**src/rtl/ibex_pkg.sv**
```systemverilog
// ibex_pkg: shared types for the memory-encryption arbiter
package ibex_pkg;
  typedef enum logic [1:0] {ENC_IDLE, ENC_ISSUE, ENC_WAIT, ENC_RESP} enc_state_e;
  typedef enum logic {ENC_OWNER_INSTR, ENC_OWNER_DATA} enc_owner_e;
  typedef struct packed {
    logic        locked;
    logic [31:0] value;
  } locked_register_t;
endpackage

```
**src/rtl/ibex_enc_rr_arb.sv**
```systemverilog
// ibex_enc_rr_arb: 2-way round-robin grant with last-owner pointer
module ibex_enc_rr_arb import ibex_pkg::*; (
  input  logic       clk_i,
  input  logic       rst_ni,
  input  logic       en_i,
  input  logic       instr_req_i,
  input  logic       data_req_i,
  output logic       instr_gnt_o,
  output logic       data_gnt_o,
  output enc_owner_e owner_o
);
  enc_owner_e last_q, last_d;
  always_comb begin
    owner_o = (instr_req_i && data_req_i) ?
              ((last_q == ENC_OWNER_DATA) ? ENC_OWNER_INSTR : ENC_OWNER_DATA) :
              (data_req_i ? ENC_OWNER_DATA : ENC_OWNER_INSTR);
    instr_gnt_o = en_i && (instr_req_i || data_req_i) && (owner_o == ENC_OWNER_INSTR);
    data_gnt_o  = en_i && (instr_req_i || data_req_i) && (owner_o == ENC_OWNER_DATA);
    last_d      = (instr_gnt_o || data_gnt_o) ? owner_o : last_q;
  end
  always_ff @(posedge clk_i or negedge rst_ni) begin
    if (!rst_ni) last_q <= ENC_OWNER_INSTR;
    else last_q <= last_d;
  end
endmodule

```
**src/rtl/ibex_enc_arbiter.sv**
```systemverilog
// ibex_enc_arbiter: shares one cipher core between IF and LSU, owns the locked key CSR.
// Optional abort-on-timeout feature enabled by IBEX_ENC_TIMEOUT_EN.
module ibex_enc_arbiter import ibex_pkg::*; #(
  parameter int unsigned TimeoutCycles = 64
) (
  input  logic             clk_i,
  input  logic             rst_ni,
  input  logic             instr_req_i,
  input  logic [31:0]      instr_addr_i,
  input  logic [31:0]      instr_data_i,
  output logic             instr_gnt_o,
  output logic             instr_rvalid_o,
  output logic [31:0]      instr_rdata_o,
  output logic             instr_err_o,
  input  logic             data_req_i,
  input  logic [31:0]      data_addr_i,
  input  logic [31:0]      data_data_i,
  output logic             data_gnt_o,
  output logic             data_rvalid_o,
  output logic [31:0]      data_rdata_o,
  output logic             data_err_o,
  output logic             cipher_req_o,
  input  logic             cipher_ready_i,
  output logic [31:0]      cipher_key_o,
  output logic [31:0]      cipher_tweak_o,
  output logic [31:0]      cipher_data_o,
  input  logic             cipher_valid_i,
  input  logic [31:0]      cipher_result_i,
  output logic             cipher_abort_o,
  input  logic             key_wr_i,
  input  logic [31:0]      key_wdata_i,
  input  logic             key_lock_i,
  output locked_register_t key_o,
  output logic             key_wr_err_o
);
  enc_state_e       state_q, state_d;
  enc_owner_e       owner_q, owner;
  locked_register_t key_q;
  logic [31:0]      addr_q, wdata_q, ksnap_q, irdata_q, drdata_q, res;
  logic             wr_err_q, gnt, timeout, done;

  ibex_enc_rr_arb u_arb (
    .clk_i,
    .rst_ni,
    .en_i        (state_q == ENC_IDLE),
    .instr_req_i,
    .data_req_i,
    .instr_gnt_o,
    .data_gnt_o,
    .owner_o     (owner)
  );
  assign gnt = instr_gnt_o | data_gnt_o;

`ifdef IBEX_ENC_TIMEOUT_EN
  logic [9:0] cnt_q;
  logic       err_q;
  assign timeout = (state_q == ENC_ISSUE || state_q == ENC_WAIT) &&
                   (cnt_q == 10'(TimeoutCycles - 1));
  // A result arriving on the timeout cycle completes normally
  assign cipher_abort_o = timeout && !(state_q == ENC_WAIT && cipher_valid_i);
  assign instr_err_o    = instr_rvalid_o & err_q;
  assign data_err_o     = data_rvalid_o & err_q;
  always_ff @(posedge clk_i or negedge rst_ni) begin
    if (!rst_ni) begin
      cnt_q <= '0;
      err_q <= 1'b0;
    end else begin
      if (gnt) cnt_q <= '0;
      else if (state_q == ENC_ISSUE || state_q == ENC_WAIT) cnt_q <= cnt_q + 10'd1;
      if (done) err_q <= cipher_abort_o;
    end
  end
`else
  logic unused_timeout;
  assign unused_timeout = ^10'(TimeoutCycles);
  assign timeout        = 1'b0;
  assign cipher_abort_o = 1'b0;
  assign instr_err_o    = 1'b0;
  assign data_err_o     = 1'b0;
`endif

  always_comb begin
    state_d = state_q;
    unique case (state_q)
      ENC_IDLE:  state_d = gnt ? ENC_ISSUE : ENC_IDLE;
      ENC_ISSUE: state_d = timeout ? ENC_RESP : (cipher_ready_i ? ENC_WAIT : ENC_ISSUE);
      ENC_WAIT:  state_d = (cipher_valid_i || timeout) ? ENC_RESP : ENC_WAIT;
      ENC_RESP:  state_d = ENC_IDLE;
      default:   state_d = ENC_IDLE;
    endcase
    done = (state_d == ENC_RESP) && (state_q != ENC_RESP);
    res  = (state_q == ENC_WAIT && cipher_valid_i) ? cipher_result_i : '0;
  end

  always_ff @(posedge clk_i or negedge rst_ni) begin
    if (!rst_ni) begin
      state_q  <= ENC_IDLE;
      owner_q  <= ENC_OWNER_INSTR;
      key_q    <= '0;
      addr_q   <= '0;
      wdata_q  <= '0;
      ksnap_q  <= '0;
      irdata_q <= '0;
      drdata_q <= '0;
      wr_err_q <= 1'b0;
    end else begin
      state_q <= state_d;
      if (gnt) begin
        owner_q <= owner;
        addr_q  <= (owner == ENC_OWNER_DATA) ? data_addr_i : instr_addr_i;
        wdata_q <= (owner == ENC_OWNER_DATA) ? data_data_i : instr_data_i;
        ksnap_q <= key_q.value;
      end
      if (done && owner_q == ENC_OWNER_INSTR) irdata_q <= res;
      if (done && owner_q == ENC_OWNER_DATA) drdata_q <= res;
      if (key_wr_i && !key_q.locked) key_q.value <= key_wdata_i;
      if (key_lock_i) key_q.locked <= 1'b1;
      wr_err_q <= key_wr_i && key_q.locked;
    end
  end

  assign instr_rvalid_o = (state_q == ENC_RESP) && (owner_q == ENC_OWNER_INSTR);
  assign data_rvalid_o  = (state_q == ENC_RESP) && (owner_q == ENC_OWNER_DATA);
  assign instr_rdata_o  = irdata_q;
  assign data_rdata_o   = drdata_q;
  assign cipher_req_o   = state_q == ENC_ISSUE;
  assign cipher_key_o   = ksnap_q;
  assign cipher_tweak_o = addr_q;
  assign cipher_data_o  = wdata_q;
  assign key_o          = key_q;
  assign key_wr_err_o   = wr_err_q;
endmodule

```
**config.mk**
```make
export PLATFORM = sky130hd
export DESIGN_NAME = ibex_enc_arbiter
export DESIGN_NICKNAME = d
export VERILOG_FILES = /design/src/rtl/ibex_pkg.sv /design/src/rtl/ibex_enc_rr_arb.sv /design/src/rtl/ibex_enc_arbiter.sv
export SDC_FILE = /design/constraint.sdc
export NUM_CORES = 1
export LEC_CHECK = 0
export CORE_AREA = 2 2 157 159
export DETAILED_ROUTE_END_ITERATION = 10
export DIE_AREA = 0 0 159 161
export PLACE_DENSITY = 0.74
export RECOVER_POWER = 25
export SLEW_MARGIN = 20
export SYNTH_ARGS = -nofsm -noshare
export SYNTH_HDL_FRONTEND = slang
export SYNTH_HIERARCHICAL = 1
export SYNTH_SLANG_ARGS = --single-unit
```
**constraint.sdc**
```tcl
create_clock -name clk_i -period 1.8 [get_ports clk_i]
set_input_delay 0.27 -clock clk_i [delete_from_list [all_inputs] [get_ports clk_i]]
set_output_delay 0.27 -clock clk_i [all_outputs]
set_load 0.02 [all_outputs]
```
---- Word level (Yosys, flattened, before mapping) ----
Cells that the tools add are included.
word-level totals
  flip-flop bits (word level) ............. 198
  input bits .............................. 200
  word-level logic and storage cells ...... 45
cells by class
  equality and inequality tests ........... 5
  mux-type cells .......................... 10
  bitwise gates (word level) .............. 3
  reduce and logical (&&, ||, !) cells .... 16
operators by type and width
  operator                                                          count
  32-bit 2-to-1 mux                                                 3
  1-bit logical AND                                                 12
  2-bit case mux with 4 select lines                                1
  2-bit == test (second input constant)                             3
  1-bit 2-to-1 mux                                                  5
  2-bit by 1-bit == test with 1-bit output (second input constant)  1
  2-bit zero test                                                   1
  1-bit logical OR                                                  2
  2-bit 2-to-1 mux                                                  1
  2-bit != test (second input constant)                             1
  1-bit NOT                                                         2
  1-bit zero test                                                   1
  1-bit bitwise OR                                                  1

---- Depth between registers and ports, before layout ----
  depth in word-level cells ............... 10
  depth in mapped cells ................... 9
  depth with buffers taken out ............ 5

---- Modules after synthesis ----
Netlist, hierarchy kept.
by module, submodules not included
  module            instances  cells each  area each (um^2)
  ibex_enc_arbiter  1          582         8,194.1
  ibex_enc_rr_arb   1          7           65.1

---- Worst setup path before layout ----
Ideal clock, no wire load.
  path type ............................... register to register
  start ................................... register state_q[1]
  end ..................................... register ksnap_q[10], in the netlist cipher_key_o[10]
  setup time .............................. 125 ps
  data arrival time ....................... 1,872 ps
  required time ........................... 1,675 ps
  slack ................................... -197 ps
  cell stages (with the launch flop) ...... 9
  path through ............................ dfrtp_1 -> buf_4 -> nor2_1 -> nand2_1 -> nor2_1 -> or2_1 -> buf_2 -> buf_6 -> mux2_2
on the way
  cells in the longest elaborated chain, start to end .. 4
  elaborated cells on any way between the ends .. 5
RTL lines
  what                            RTL line                 source
  start, declared                 ibex_enc_arbiter.sv:36   enc_state_e state_q, state_d;
  start signal, assigned          ibex_enc_arbiter.sv:107  state_q <= state_d;
  2-bit zero test                 ibex_enc_arbiter.sv:45   .en_i (state_q == ENC_IDLE),
  1-bit logical AND (2 in a row)  ibex_enc_rr_arb.sv:17    instr_gnt_o = en_i && (instr_req_i || data_req_i) && (owner_o == ENC_OWNER_INSTR);
  net instr_gnt_o                 ibex_enc_arbiter.sv:11   output logic instr_gnt_o,
  1-bit bitwise OR                ibex_enc_arbiter.sv:52   assign gnt = instr_gnt_o | data_gnt_o;
  end signal, assigned            ibex_enc_arbiter.sv:112  ksnap_q <= key_q.value;
  end, declared                   ibex_enc_arbiter.sv:39   logic [31:0] addr_q, wdata_q, ksnap_q, irdata_q, drdata_q, res;
The timed path passes the listed nets, and every way through them passes these cells.
A chain may end at the register's enable or synchronous reset.

---- Worst setup path after layout ----
  start ................................... register state_q[1]
  end ..................................... output instr_gnt_o
on the way
  cells in the longest elaborated chain, start to end .. 3
RTL lines
  what                            RTL line
  2-bit zero test                 ibex_enc_arbiter.sv:45
  1-bit logical AND (2 in a row)  ibex_enc_rr_arb.sv:17
  end, declared                   ibex_enc_arbiter.sv:11
No other way between the ends.

==> summary.txt <==
violated checks: setup timing
biggest fanout along the worst timing path: 8
endpoint of the lowest-slack register-to-register path: cipher_tweak_o[13]
total number of placement rows: 57
CP required: 1530 ps
worst vdd ir: 0.699 mV
post-synthesis instance total: 589
post-synthesis sequential element count: 198
number of antenna violations at the first check in global routing: 1
DIE HEIGHT: 161 um
final critical delay including setup and external delays: 1820 ps
global-route wire length before repair: 39300 um
cell depth of the worst min-delay path: 2
Register-to-Register Setup Slack: 130 ps
most frequent cells in the layout: clkdlybuf4s50_1, dfrtp_1, mux2_2
portion of synthesized cell area occupied by the leading cell type: 0.600
number of sinks handled by clock tree synthesis: 198
Iteration-0 DRC Markers: 207
fin cells: 1346
number of pins exceeding their max-slew limit in the final report: 0
half-perimeter wire length after placement: 18800 um
top cell type by total area after synthesis: dfrtp_1
# nets final: 1209
kind of critical path: register to output port
fraction of final layout cells with drive strength greater than 1: 0.217
count of H-tree levels built during CTS: 4
Final Hold Violating Endpoints: 0
area of the placeable core: 24000 um2
Period Utilization, post-route: 1.01
library cells used by synthesis: 27
GR Util All Layers: 0.198
chip width: 159 um
cell depth of the worst flop-to-flop path: 6
area overhead of the layout relative to synthesis: 64.9%
routed wire length: 25600 um
mean number of vias per cell: 4.78
number of setup violations in the final report: 1
Clock Tree Buf Depth: 2
worst setup skew after layout: 10.8 ps
worst relative slew slack: 0.539
nature of the critical path startpoint: register
per-cell routed wire length: 19.0 um
post-detailed-route DRC marker count: 0
leading cell type in the layout, fill and taps excluded: clkdlybuf4s50_1
starting density of the core: 0.345
cell at the root of the clock tree: clkbuf_16
kind of path behind the tightest hold check: input pin to register
Slew @ Worst Pin: 692 ps
mean post-synth cell area: 14.0 um2
number of CTS-inserted buffers: 17
hold_sp: key_lock_i
leakage power summed over all cells: 5.80 nW
final-layout fill cell count: 2017
count of buffers inserted at the top-level ports: 398
aggregate global routing overflow: 0
number of nets with antenna violations after detailed routing: 0
number of top-level pins: 402
Syn. warnings: 6
drt pass-1 iters: 4
cell count after placement: 1301
number of global-route vias before repair: 6766
total vias in the final route: 6438
CTS tree: yes
area of the multi-input gates: 3060 um2
Antenna Diode Count: 0
critical register-to-register path startpoint: u_arb/last_q
synthesized area: 8260 um2
Endpoint, Worst Hold: key_o[32]
ranking of synthesized cells by area: dfrtp_1, mux2_2, mux2i_1, mux2_4, a21oi_1
run status: finished with violations
maximum operating frequency: 0.549 GHz
share of the core filled with cells: 0.568
area of the die: 25600 um2
endpoint class of the critical path: output port
maximum number of pins on one net before global-route repair: 71
clock-pin slew on the worst setup and hold paths: 80 ps
min setup slack post-route: -23.1 ps
critical path data arrival time: 1550 ps
unrepaired setup endpoints after global routing: true
proportion of synthesized chip area in sequential cells: 0.600
clock insertion delay at the later pin of the skew report: 430 ps
register cell area after layout: 4950 um2
power density normalized to cell area: 1700 nW/um2
Max-cap violations: 0
placer's final routability congestion estimate: 0.807
==> what timing repair did <==
item,CTS,global route
resized for setup,17,7
cloned,3,1
hold buffers,1,0
setup buffers,3,5
endpoints found under the setup margin,6,7
endpoints found under the hold margin,198,0
pin swaps,2,2
==> registers in the layout, summed over array words and instances, names as in the netlist, 2 cells and up <==
signal          cells
state_q             2
cipher_data_o      32
key_o              33
data_rdata_o       32
cipher_tweak_o     32
instr_rdata_o      32
cipher_key_o       32
==> cell families (layout without fill, tap and decap cells) <==
family,Yosys count,in the layout,share of synthesized area
flops,198,198,0.600
buf+inv,47,478,0.0370
mux,193,193,0.267
other cells,1,3,0.000454
compound gates,69,69,0.0438
simple gates,81,81,0.0518
==> Yosys cell counts <==
| library cell | n |
|---|---|
| a21boi_2 | 1 |
| a21o_1 | 1 |
| a21oi_1 | 65 |
| a22o_1 | 2 |
| and2_1 | 2 |
| and2b_1 | 1 |
| and3_1 | 1 |
| buf_12 | 3 |
| buf_2 | 19 |
| buf_4 | 9 |
| buf_6 | 3 |
| clkbuf_1 | 13 |
| conb_1 | 1 |
| dfrtp_1 | 198 |
| mux2_1 | 2 |
| mux2_2 | 97 |
| mux2_4 | 30 |
| mux2i_1 | 64 |
| nand2_1 | 2 |
| nand4b_2 | 1 |
| nor2_1 | 3 |
| nor2b_1 | 3 |
| nor3_1 | 64 |
| nor4bb_1 | 1 |
| or2_1 | 1 |
| or2_2 | 1 |
| or3_1 | 1 |
==> power breakdown <==
part	internal (W)	leakage, nW	switching (W)
sequential	0.00635	2.34	0.00113
clock	0.00194	0.298	0.00196
combinational	0.00616	3.16	0.00558
==> metal layers <==
layer / vias to the layer above / track usage / share of wire
li1: 2962 / - / -
met1: 3175 / 0.243 / 0.41
met2: 276 / 0.342 / 0.51
met3: 23 / 0.0591 / 0.069
met4: 2 / 0.0488 / 0.015
met5: - / 0 / 0.00051
==> area by class of cell <==
cell class,count,area share
Clock inverter,14,0.0130
Multi-Input combinational cell,346,0.224
Clock buffer,18,0.0323
Timing Repair Buffer,446,0.337
Sequential cell,198,0.364
Tap cell,324,0.0298
==> worst max path at each step <==
stage | endpoint | cells past startpoint | from
finish | instr_gnt_o | 6 | state_q[1]
global route | instr_gnt_o | 6 | state_q[1]
CTS | instr_gnt_o | 6 | state_q[0]
detailed placement | cipher_tweak_o[3] | 7 | instr_req_i
global placement | cipher_tweak_o[10] | 7 | instr_req_i
floorplan | cipher_key_o[10] | 8 | state_q[1]
==> critical path, stage by stage (launching register included) <==
cell	delay, ps
dfrtp_1	410
nor2_4	150
nand2_2	90
nor2_4	100
buf_6	130
buf_16	130
buf_8	110
==> through the flow <==
stage	cell area, um2	TNS, ps	hold WS (ps)	power [W]	setup slack, ps
floorplan	8280	0	-25.6	0.0132	3.93
global placement	12800	-13310	121	0.0188	-177
detailed placement	12800	-15150	123	0.0190	-207
CTS	13600	-173	234	0.0233	-146
global route	13600	-183	395	0.0243	-121
finish	13600	-23.1	412	0.0231	-23.1
(Power assumes the default switching activity.)
